==> config.mk <==
export PLATFORM = sky130hd
export DESIGN_NAME = huffman_coder_mc
export DESIGN_NICKNAME = d
export VERILOG_FILES = /design/src/rtl/huffman_coder_mc.sv
export SDC_FILE = /design/constraint.sdc
export NUM_CORES = 1
export LEC_CHECK = 0
export ABC_AREA = 1
export BUFFER_PORTS_ARGS = -buffer_cell sky130_fd_sc_hd__buf_2
export CAP_MARGIN = 20
export CELL_PAD_IN_SITES_DETAIL_PLACEMENT = 1
export CELL_PAD_IN_SITES_GLOBAL_PLACEMENT = 1
export CORE_ASPECT_RATIO = 0.75
export CORE_MARGIN = 3
export CORE_UTILIZATION = 35
export DETAILED_ROUTE_END_ITERATION = 10
export HOLD_SLACK_MARGIN = 0.05
export PLACE_DENSITY_LB_ADDON = 0.2
export SLEW_MARGIN = 20
export SYNTH_ARGS = -nofsm -noshare
export SYNTH_HDL_FRONTEND = slang
export SYNTH_SLANG_ARGS = --single-unit
export TNS_END_PERCENT = 100
==> constraint.sdc <==
create_clock -name clk_in -period 5.9 [get_ports clk_in]
set_input_delay 0.885 -clock clk_in [delete_from_list [all_inputs] [get_ports clk_in]]
set_output_delay 0.885 -clock clk_in [all_outputs]
set_load 0.01 [all_outputs]
==> src/rtl/huffman_coder_mc.sv <==
// Multi-component JPEG Huffman entropy coder: one 8x8 zig-zag block in, right-justified {code, amplitude} words out.
// Optional HUFF_RESTART_EN adds restart_in, which clears the per-component DC predictors.
module huffman_coder_mc #(
    parameter int               COEF_W  = 12,
    parameter int               NCH     = 3,
    parameter logic [NCH-1:0]   TBL_MAP = 3'b110
) (
    input  logic                clk_in,
    input  logic                rst,
    input  logic                start,
    input  logic [1:0]          comp_id,
    input  logic [5:0]          max_not_zero_idx,
    input  logic                eof_in,
    input  logic                zig_zag_halt,
`ifdef HUFF_RESTART_EN
    input  logic                restart_in,
`endif
    output logic                ram_rd,
    output logic [5:0]          ram_addr,
    input  logic [COEF_W-1:0]   ram_d_in,
    output logic                tbl_rd,
    output logic                tbl_ac,
    output logic                tbl_sel,
    output logic [7:0]          tbl_addr,
    input  logic [15:0]         tbl_code,
    input  logic [4:0]          tbl_len,
    output logic [31:0]         d_out,
    output logic [5:0]          d_len,
    output logic                d_qual,
    input  logic                d_ready,
    output logic                eof_out,
    output logic                busy
);

    // state | meaning
    // IDLE  | waiting for start
    // READ  | issue coefficient read at idx (held while zig_zag_halt)
    // EVAL  | classify coefficient, compute size/amplitude, pick table address
    // ZRL   | look up the zero-run-length code (0xF0)
    // LOOK  | look up the DC/AC code chosen in EVAL
    // FORM  | register {code, amplitude} and length
    // EMIT  | hold d_qual until d_ready
    // EOB   | look up the end-of-block code (AC 0x00)

    localparam int AW = COEF_W + 1;

    typedef enum logic [2:0] {IDLE, READ, EVAL, ZRL, LOOK, FORM, EMIT, EOB} state_t;
    typedef enum logic [1:0] {K_DATA, K_ZRL, K_EOB} kind_t;

    state_t                 state, state_nx;
    kind_t                  kind;
    logic [5:0]             idx, run, last;
    logic [1:0]             comp;
    logic                   eof_lat;
    logic [4:0]             size_r;
    logic [AW-1:0]          amp_r;
    logic                   tbl_ac_r;
    logic [7:0]             tbl_addr_r;
    logic [31:0]            d_out_r;
    logic [5:0]             d_len_r;
    logic                   eof_r;
    logic [COEF_W-1:0]      pred [NCH];

    logic [COEF_W-1:0]      pred_cur;
    logic                   map_bit;
    logic                   is_dc, coef_zero, idx_last, final_word, block_end, clear_all;
    logic [AW-1:0]          coef_ext, pred_ext, val, mag, mask, amp_c;
    logic [4:0]             size_c;

    always_comb begin
        pred_cur = '0;
        map_bit  = 1'b0;
        for (int i = 0; i < NCH; i++) begin
            if (comp == 2'(i)) begin
                pred_cur = pred[i];
                map_bit  = TBL_MAP[i];
            end
        end
    end

    // DC codes the difference against the predictor, AC codes the coefficient itself.
    always_comb begin
        is_dc     = (idx == 6'd0);
        coef_zero = (ram_d_in == '0);
        coef_ext  = {ram_d_in[COEF_W-1], ram_d_in};
        pred_ext  = {pred_cur[COEF_W-1], pred_cur};
        val       = is_dc ? (coef_ext - pred_ext) : coef_ext;
        mag       = val[AW-1] ? (~val + AW'(1)) : val;
        size_c    = 5'd0;
        for (int b = 0; b < AW; b++) begin
            if (mag[b]) begin
                size_c = 5'(b + 1);
            end
        end
        mask  = (AW'(1) << size_c) - AW'(1);
        amp_c = (val[AW-1] ? (val - AW'(1)) : val) & mask;
    end

    assign idx_last   = (idx == last);
    assign final_word = (kind == K_EOB) || ((kind == K_DATA) && idx_last && (last == 6'd63));
    assign block_end  = (state == EMIT) && d_ready && final_word;

    always_ff @(posedge clk_in or negedge rst) begin
        if (!rst) begin
            state <= IDLE;
        end else begin
            state <= state_nx;
        end
    end

    always_comb begin
        state_nx = state;
        ram_rd   = 1'b0;
        ram_addr = 6'd0;
        tbl_rd   = 1'b0;
        tbl_ac   = 1'b0;
        tbl_addr = 8'd0;
        case (state)
            IDLE: begin
                if (start) begin
                    state_nx = READ;
                end
            end
            READ: begin
                ram_addr = idx;
                if (!zig_zag_halt) begin
                    ram_rd   = 1'b1;
                    state_nx = EVAL;
                end
            end
            EVAL: begin
                if (is_dc) begin
                    state_nx = LOOK;
                end else if (coef_zero) begin
                    state_nx = idx_last ? EOB : READ;
                end else if (run > 6'd15) begin
                    state_nx = ZRL;
                end else begin
                    state_nx = LOOK;
                end
            end
            ZRL: begin
                tbl_rd   = 1'b1;
                tbl_ac   = 1'b1;
                tbl_addr = 8'hF0;
                state_nx = FORM;
            end
            LOOK: begin
                tbl_rd   = 1'b1;
                tbl_ac   = tbl_ac_r;
                tbl_addr = tbl_addr_r;
                state_nx = FORM;
            end
            EOB: begin
                tbl_rd   = 1'b1;
                tbl_ac   = 1'b1;
                tbl_addr = 8'h00;
                state_nx = FORM;
            end
            FORM: begin
                state_nx = EMIT;
            end
            EMIT: begin
                if (d_ready) begin
                    case (kind)
                        K_ZRL:   state_nx = READ;
                        K_EOB:   state_nx = IDLE;
                        default: begin
                            if (!idx_last) begin
                                state_nx = READ;
                            end else begin
                                state_nx = (last == 6'd63) ? IDLE : EOB;
                            end
                        end
                    endcase
                end
            end
            default: state_nx = IDLE;
        endcase
    end

    assign tbl_sel = tbl_rd & map_bit;
    assign d_out   = d_out_r;
    assign d_len   = d_len_r;
    assign d_qual  = (state == EMIT);
    assign eof_out = eof_r & d_qual;
    assign busy    = (state != IDLE);

    always_ff @(posedge clk_in or negedge rst) begin
        if (!rst) begin
            kind       <= K_DATA;
            idx        <= 6'd0;
            run        <= 6'd0;
            last       <= 6'd0;
            comp       <= 2'd0;
            eof_lat    <= 1'b0;
            size_r     <= 5'd0;
            amp_r      <= '0;
            tbl_ac_r   <= 1'b0;
            tbl_addr_r <= 8'd0;
            d_out_r    <= 32'd0;
            d_len_r    <= 6'd0;
            eof_r      <= 1'b0;
        end else begin
            case (state)
                IDLE: begin
                    if (start) begin
                        comp    <= comp_id;
                        last    <= max_not_zero_idx;
                        eof_lat <= eof_in;
                        idx     <= 6'd0;
                        run     <= 6'd0;
                    end
                end
                EVAL: begin
                    kind       <= K_DATA;
                    size_r     <= size_c;
                    amp_r      <= amp_c;
                    tbl_ac_r   <= !is_dc;
                    tbl_addr_r <= is_dc ? {3'b000, size_c} : {run[3:0], size_c[3:0]};
                    if (!is_dc && coef_zero && !idx_last) begin
                        run <= run + 6'd1;
                        idx <= idx + 6'd1;
                    end
                end
                ZRL, EOB: begin
                    kind   <= (state == ZRL) ? K_ZRL : K_EOB;
                    size_r <= 5'd0;
                    amp_r  <= '0;
                end
                FORM: begin
                    d_out_r <= (32'(tbl_code) << size_r) | 32'(amp_r);
                    d_len_r <= 6'(tbl_len) + 6'(size_r);
                    eof_r   <= eof_lat & final_word;
                end
                EMIT: begin
                    if (d_ready) begin
                        if (kind == K_ZRL) begin
                            run <= run - 6'd16;
                        end else if (kind == K_DATA) begin
                            run <= 6'd0;
                            if (!idx_last) begin
                                idx <= idx + 6'd1;
                            end
                        end
                    end
                end
                default: ;
            endcase
        end
    end

`ifdef HUFF_RESTART_EN
    logic restart_pend;

    // A restart seen mid-block waits for the block to finish so its DC coding stays consistent.
    always_ff @(posedge clk_in or negedge rst) begin
        if (!rst) begin
            restart_pend <= 1'b0;
        end else if (block_end) begin
            restart_pend <= 1'b0;
        end else if (restart_in && (state != IDLE)) begin
            restart_pend <= 1'b1;
        end
    end

    assign clear_all = (block_end && (eof_lat || restart_pend || restart_in)) ||
                       (restart_in && (state == IDLE));
`else
    assign clear_all = block_end && eof_lat;
`endif

    always_ff @(posedge clk_in or negedge rst) begin
        if (!rst) begin
            for (int i = 0; i < NCH; i++) begin
                pred[i] <= '0;
            end
        end else if (clear_all) begin
            for (int i = 0; i < NCH; i++) begin
                pred[i] <= '0;
            end
        end else if ((state == EVAL) && is_dc) begin
            for (int i = 0; i < NCH; i++) begin
                if (comp == 2'(i)) begin
                    pred[i] <= ram_d_in;
                end
            end
        end
    end

endmodule

Yosys cells after proc, flatten, opt, wreduce, memory -nomap -nowiden
Index checks and enable logic that the tools add are counted.

Register bits after elaboration: 128. Output and inout port bits: 59.

Add/subtract/negate cells: 8. $lt $le $gt $ge: 1. Equal/unequal tests: 21. Shifts and indexed selects: 2. Mux-type cells: 60. Bitwise operators: 6. Reductions and logical operators: 32.

Operators with widths (count): 12-bit 2-to-1 mux (6); 36-bit 2-to-1 mux (2); 6-bit 2-to-1 mux (11); 5-bit 2-to-1 mux (12); 13-bit 2-to-1 mux (3); 6-bit case mux with 3 select lines (2); 32-bit by 13-bit OR with 32-bit output (1); 16-bit by 5-bit left shift with 32-bit output (1); 3-bit 2-to-1 mux (9); 13-bit case mux with 2 select lines (1); 3-bit case mux with 6 select lines (1); 8-bit case mux with 2 select lines (1); 13-bit by 1-bit adder with 13-bit output (second input constant) (1); 13-bit AND (1); 13-bit NOT (1); 1-bit by 5-bit left shift with 13-bit output (first input constant) (1); 12-bit by 12-bit subtractor with 13-bit output (1); 13-bit by 1-bit subtractor with 13-bit output (second input constant) (1); 13-bit by 2-bit subtractor with 13-bit output (second input constant) (1); 6-bit by 1-bit adder with 6-bit output (second input constant) (2); 3-bit equality test (second input constant) (4); 12-bit logical NOT (1); 2-bit != test (second input constant) (5); 5-bit case mux with 2 select lines (1); other kinds (32) (60).

Logic depth before layout (Yosys ltp)
Depth in word-level cells: 26. Depth in mapped cells: 43. Mapped depth without buffers: 41.

Least setup slack after synthesis
No wires, ideal clock.

Path type: register -> register. From: register comp[1]. To: register amp_r[6]. Setup time: 0.117 ns. Data arrival time: 4.187 ns. Required time: 5.783 ns. Slack: 1.596 ns. Stages on the path, launching flop included: 40. Buffers on the path: 1. Period minus slack after synthesis: 4.304 ns. Cells stage by stage: dfrtp_1 -> inv_1 -> ha_1 -> inv_1 -> nand2_1 -> inv_1 -> clkbuf_1 -> a22oi_1 -> a21oi_1 -> ha_1 -> inv_1 -> fa_1 -> inv_1 -> o21a_1 -> ha_1 -> inv_1 -> nor2_2 -> nand2_1 -> [... 4 more ...] -> nand2_1 -> nand2_1 -> nand2_1 -> nand2_1 -> nand2_1 -> nand2_1 -> nand2_1 -> nand2_2 -> nand2_2 -> nor2_2 -> nand2_1 -> ha_1 -> nand2_2 -> inv_1 -> nand2_1 -> o21ai_1 -> nand3_1 -> nand2_1.

Longest elaborated chain between the ends: 26.

RTL lines: from (decl) (RTL line 53) `logic [1:0] comp;`; from (signal assigned) (RTL line 208) `comp <= comp_id;`; 2-bit logical NOT (RTL line 74) `if (comp == 2'(i)) begin`; 12-bit 2-to-1 mux (2 in series) (RTL line 74); 12-bit 2-to-1 mux (*) (RTL line 74); 12-bit by 12-bit subtractor with 13-bit output (*) (RTL line 87) `val = is_dc ? (coef_ext - pred_ext) : coef_ext;`; 13-bit 2-to-1 mux (*) (RTL line 87); 13-bit NOT (RTL line 88) `mag = val[AW-1] ? (~val + AW'(1)) : val;`; 13-bit by 1-bit adder with 13-bit output (RTL line 88); 13-bit 2-to-1 mux (RTL line 88); 1-bit 2-to-1 mux (RTL line 91) `if (mag[b]) begin`; 5-bit 2-to-1 mux (12 in series) (RTL line 91); 1-bit by 5-bit left shift with 13-bit output (RTL line 95) `mask = (AW'(1) << size_c) - AW'(1);`; 13-bit by 2-bit subtractor with 13-bit output (RTL line 95); 13-bit AND (*) (RTL line 96) `amp_c = (val[AW-1] ? (val - AW'(1)) : val) & mask;`; 13-bit case mux with 2 select lines (*) (RTL line 205) `case (state)`; to (signal assigned) (RTL line 218) `amp_r <= amp_c;`; to (decl) (RTL line 56) `logic [AW-1:0] amp_r;`.

Every way passes the cells marked *; elsewhere a longest branch is shown, timed or not. A chain may end at the register's enable or synchronous reset.

Final worst setup path
From: register comp[1]. To: register amp_r[10].

Same word-level chain as after synthesis.

==> flow_summary.yaml <==
critical_path:
  crit_path_start: "comp[1]"
  path_max_fanout: 21
  critPathCaptureType: "register"
  required_ns: 6.22
  worstSetupPathDepth: 34
  timing.rr.start: "comp[1]"
  criticalPathCategory: "register to register"
  cp-start-kind: "register"
  path_delay_family: "simple AND/OR/NAND/NOR gates"
  arrival_ns: 5.45
  r2r_cells: 34
  slowest_delay_ns: 0.40
  path_buf_inv: 8
  crit_path_frequent_cell: "nand2_1"
  reg2reg_to: "amp_r[10]"
  rrSetupSlack_ns: 0.77
  crit_slowest_cell: "fa_1"
  endpoint: "amp_r[10]"
sta:
  finalCritPeriodShare_pct: 87.0
  clock_skew_ns: 0.0105
  slew_violations: 0
  setup_viol: 0
  fin_setup_tns_ns: 0
  min_period_ns: 5.13
  rsz0062_at_grt: "false"
  relSlewSlack_pct: 39.4
  worstMarginPinSlew_ns: 0.906
  max_freq_mhz: 195
  hold_viol_final: 0
  fin_ws_ns: 0.769
  hold_ws_ns: 0.471
die:
  rows: 48
  die_h_microns: 139
  core_region_area_sq_um: 23200
  die_w_microns: 184
  die_area_sq_um: 25700
  ioPinCount: 106
  initial_core_util_pct: 35.9
global_route:
  grt_pass1_wl_mm: 43.7
  grt_max_degree: 74
  antenna_found_initial: 0
  met2_usage_pct: 30.9
  grt_pass1_vias: 8061
  grt_usage_pct: 21.3
  grt-ovfl-total: 0
  top_usage_layer: "met1"
  use_met1_pct: 32.8
  grt_use_met3_pct: 3.74
synth:
  syn_area_sq_um: 8310
  netlist_instances: 1160
  synth_area_leaders: "dfrtp_1, nand2_1, o21ai_0"
  synth_fp_nets: 1237
  seq_area_frac_synth_pct: 37.9
  synthArstFlopShare_pct: 100
  avgSynthCellArea_sq_um: 7.17
  synth_seq_cells: 126
  synth_warnings: 0
  yosys.area.top_type: "dfrtp_1"
  ys.flop_type: "dfrtp_1"
  synth_edf_count: 0
  synth_top_area_share_pct: 37.9
  yosysUniqueCellTypes: 56
clock_tree:
  cts.htree.levels: 4
  cts_buffers: 17
  cts-root-buf: "clkbuf_16"
  path_clk_slew_ns: 0.06
  cts_tree: "built"
  hold_buffers: 0
  clock-sinks: 126
  clockBufferDepth: 2
  clock_latency_ns: 0.44
routing:
  drt_first_pass_iters: 5
  wirelength_mm: 26.7
  ant_nets: 0
  avgViaCountPerCell: 5.20
  vias: 8137
  drt-initial-drc-count: 435
  drc: 0
  wl_per_cell_microns: 17.1
placement:
  gp_congestion: 0.860
  io_buffer_count: 104
  place_ws_ns: 0.525
  place_hpwl_mm: 20.6
final_layout:
  most-common-layout-cells: "nand2_1, dfrtp_1, o21ai_0"
  syn_to_final_growth_pct: 16.7
  nNetsFinal: 1330
  diodes: 0
  final_common_cell: "nand2_1"
  drive_gt1_share_pct: 16.3
job:
  cap_violations: 0
status:
  status: "complete, no violations"
worst_hold_path:
  hold_path.class: "input port to async pin"
-- per-layer routing --
| metal | vias to the layer above | wire, microns | share of wire, % |
|---|---|---|---|
| met2 | 140 | 11300 | 42 |
| li1 | 3992 | - | - |
| met4 | 0 | 302 | 1.1 |
| met1 | 3983 | 14000 | 52 |
| met5 | - | 0 | 0 |
| met3 | 22 | 1070 | 4.0 |
-- per-stage QoR --
step	cell area, sq um	utilization [%]	std cells
3_3_place_gp	9090	39.2	1532
6_report	9700	41.9	1564
3_5_place_dp	9090	39.2	1532
2_1_floorplan	8310	-	1160
5_1_grt	9700	41.9	1564
4_1_cts	9690	41.8	1562
-- final cells by class --
type / instances / area (sq um)
sequential: 126 / 3150
multi-input combinational: 860 / 4480
tap: 300 / 375
inverter: 135 / 510
fill: 2971 / 13500
clock inverter: 13 / 166
timing repair buffer: 113 / 594
clock buffer: 17 / 425
-- worst register-to-register path, delay by kind of cell (launching register included) --
family / cells / cell delay [ns]
AOI/OAI and AO/OA: 3 / 0.30
adders and majority gates: 4 / 0.99
buffers and inverters: 8 / 1.21
DFF: 1 / 0.36
and+or+nand+nor: 19 / 2.15
-- flip-flops by register name, summed over array words and instances (netlist names), 2 cells and up --
| signal | count |
|---|---|
| last | 6 |
| size_r | 4 |
| pred | 36 |
| tbl_addr_r | 8 |
| idx | 6 |
| kind | 2 |
| state | 3 |
| d_out | 31 |
| run | 6 |
| amp_r | 13 |
| d_len | 6 |
| comp | 2 |
-- worst min path at each step --
stage              start        end  slack [ns]
5_1_grt         d_len[3]   d_len[3]        0.51
3_5_place_dp    d_len[5]   d_len[5]        0.46
3_3_place_gp    d_len[0]   d_len[0]        0.45
6_report             rst     idx[2]        0.47
2_1_floorplan  amp_r[12]  amp_r[12]        0.44
4_1_cts         d_len[5]   d_len[5]        0.48
-- Yosys cell counts, types with 4 or more instances --
| cell type | instances |
|---|---|
| a211oi_1 | 4 |
| dfrtp_1 | 126 |
| ha_1 | 28 |
| clkbuf_1 | 30 |
| o211ai_1 | 4 |
| buf_1 | 4 |
| a21oi_1 | 26 |
| nor2_1 | 80 |
| o22ai_1 | 7 |
| a22oi_1 | 12 |
| nand2_1 | 362 |
| inv_2 | 8 |
| o21ai_1 | 7 |
| nor4_1 | 5 |
| o221ai_1 | 17 |
| nand4_1 | 15 |
| xor2_1 | 10 |
| nand2_2 | 18 |
| nand3_1 | 59 |
| o21ai_2 | 4 |
| nor2_2 | 8 |
| mux2i_1 | 8 |
| xnor2_1 | 4 |
| inv_1 | 124 |
| nand3_2 | 5 |
| nor3_1 | 12 |
| o21ai_0 | 125 |
| or2_2 | 5 |
-- cells by family (layout without fill, tap and decap cells) --
| logic type | Yosys count | in the layout | share of synthesized area, % |
|---|---|---|---|
| and+or+nand+nor | 581 | 581 | 30.5 |
| AOI/OAI and AO/OA | 225 | 225 | 16.1 |
| buffers and inverters | 174 | 278 | 8.19 |
| DFF | 126 | 126 | 37.9 |
| adders and majority gates | 30 | 30 | 4.70 |
| xor gates and xnor gates | 14 | 14 | 1.47 |
| muxes | 9 | 9 | 1.10 |
| other | 1 | 1 | 0.0451 |
-- what timing repair did --
| action | in CTS | in global routing |
|---|---|---|
| buffers inserted | 0 | 2 |
| endpoints found under the setup margin | 0 | 7 |
| resized for setup | 0 | 1 |
Power is not shown: default switching activity piles up to over one toggle a cycle in this logic, so the estimate is an artifact.
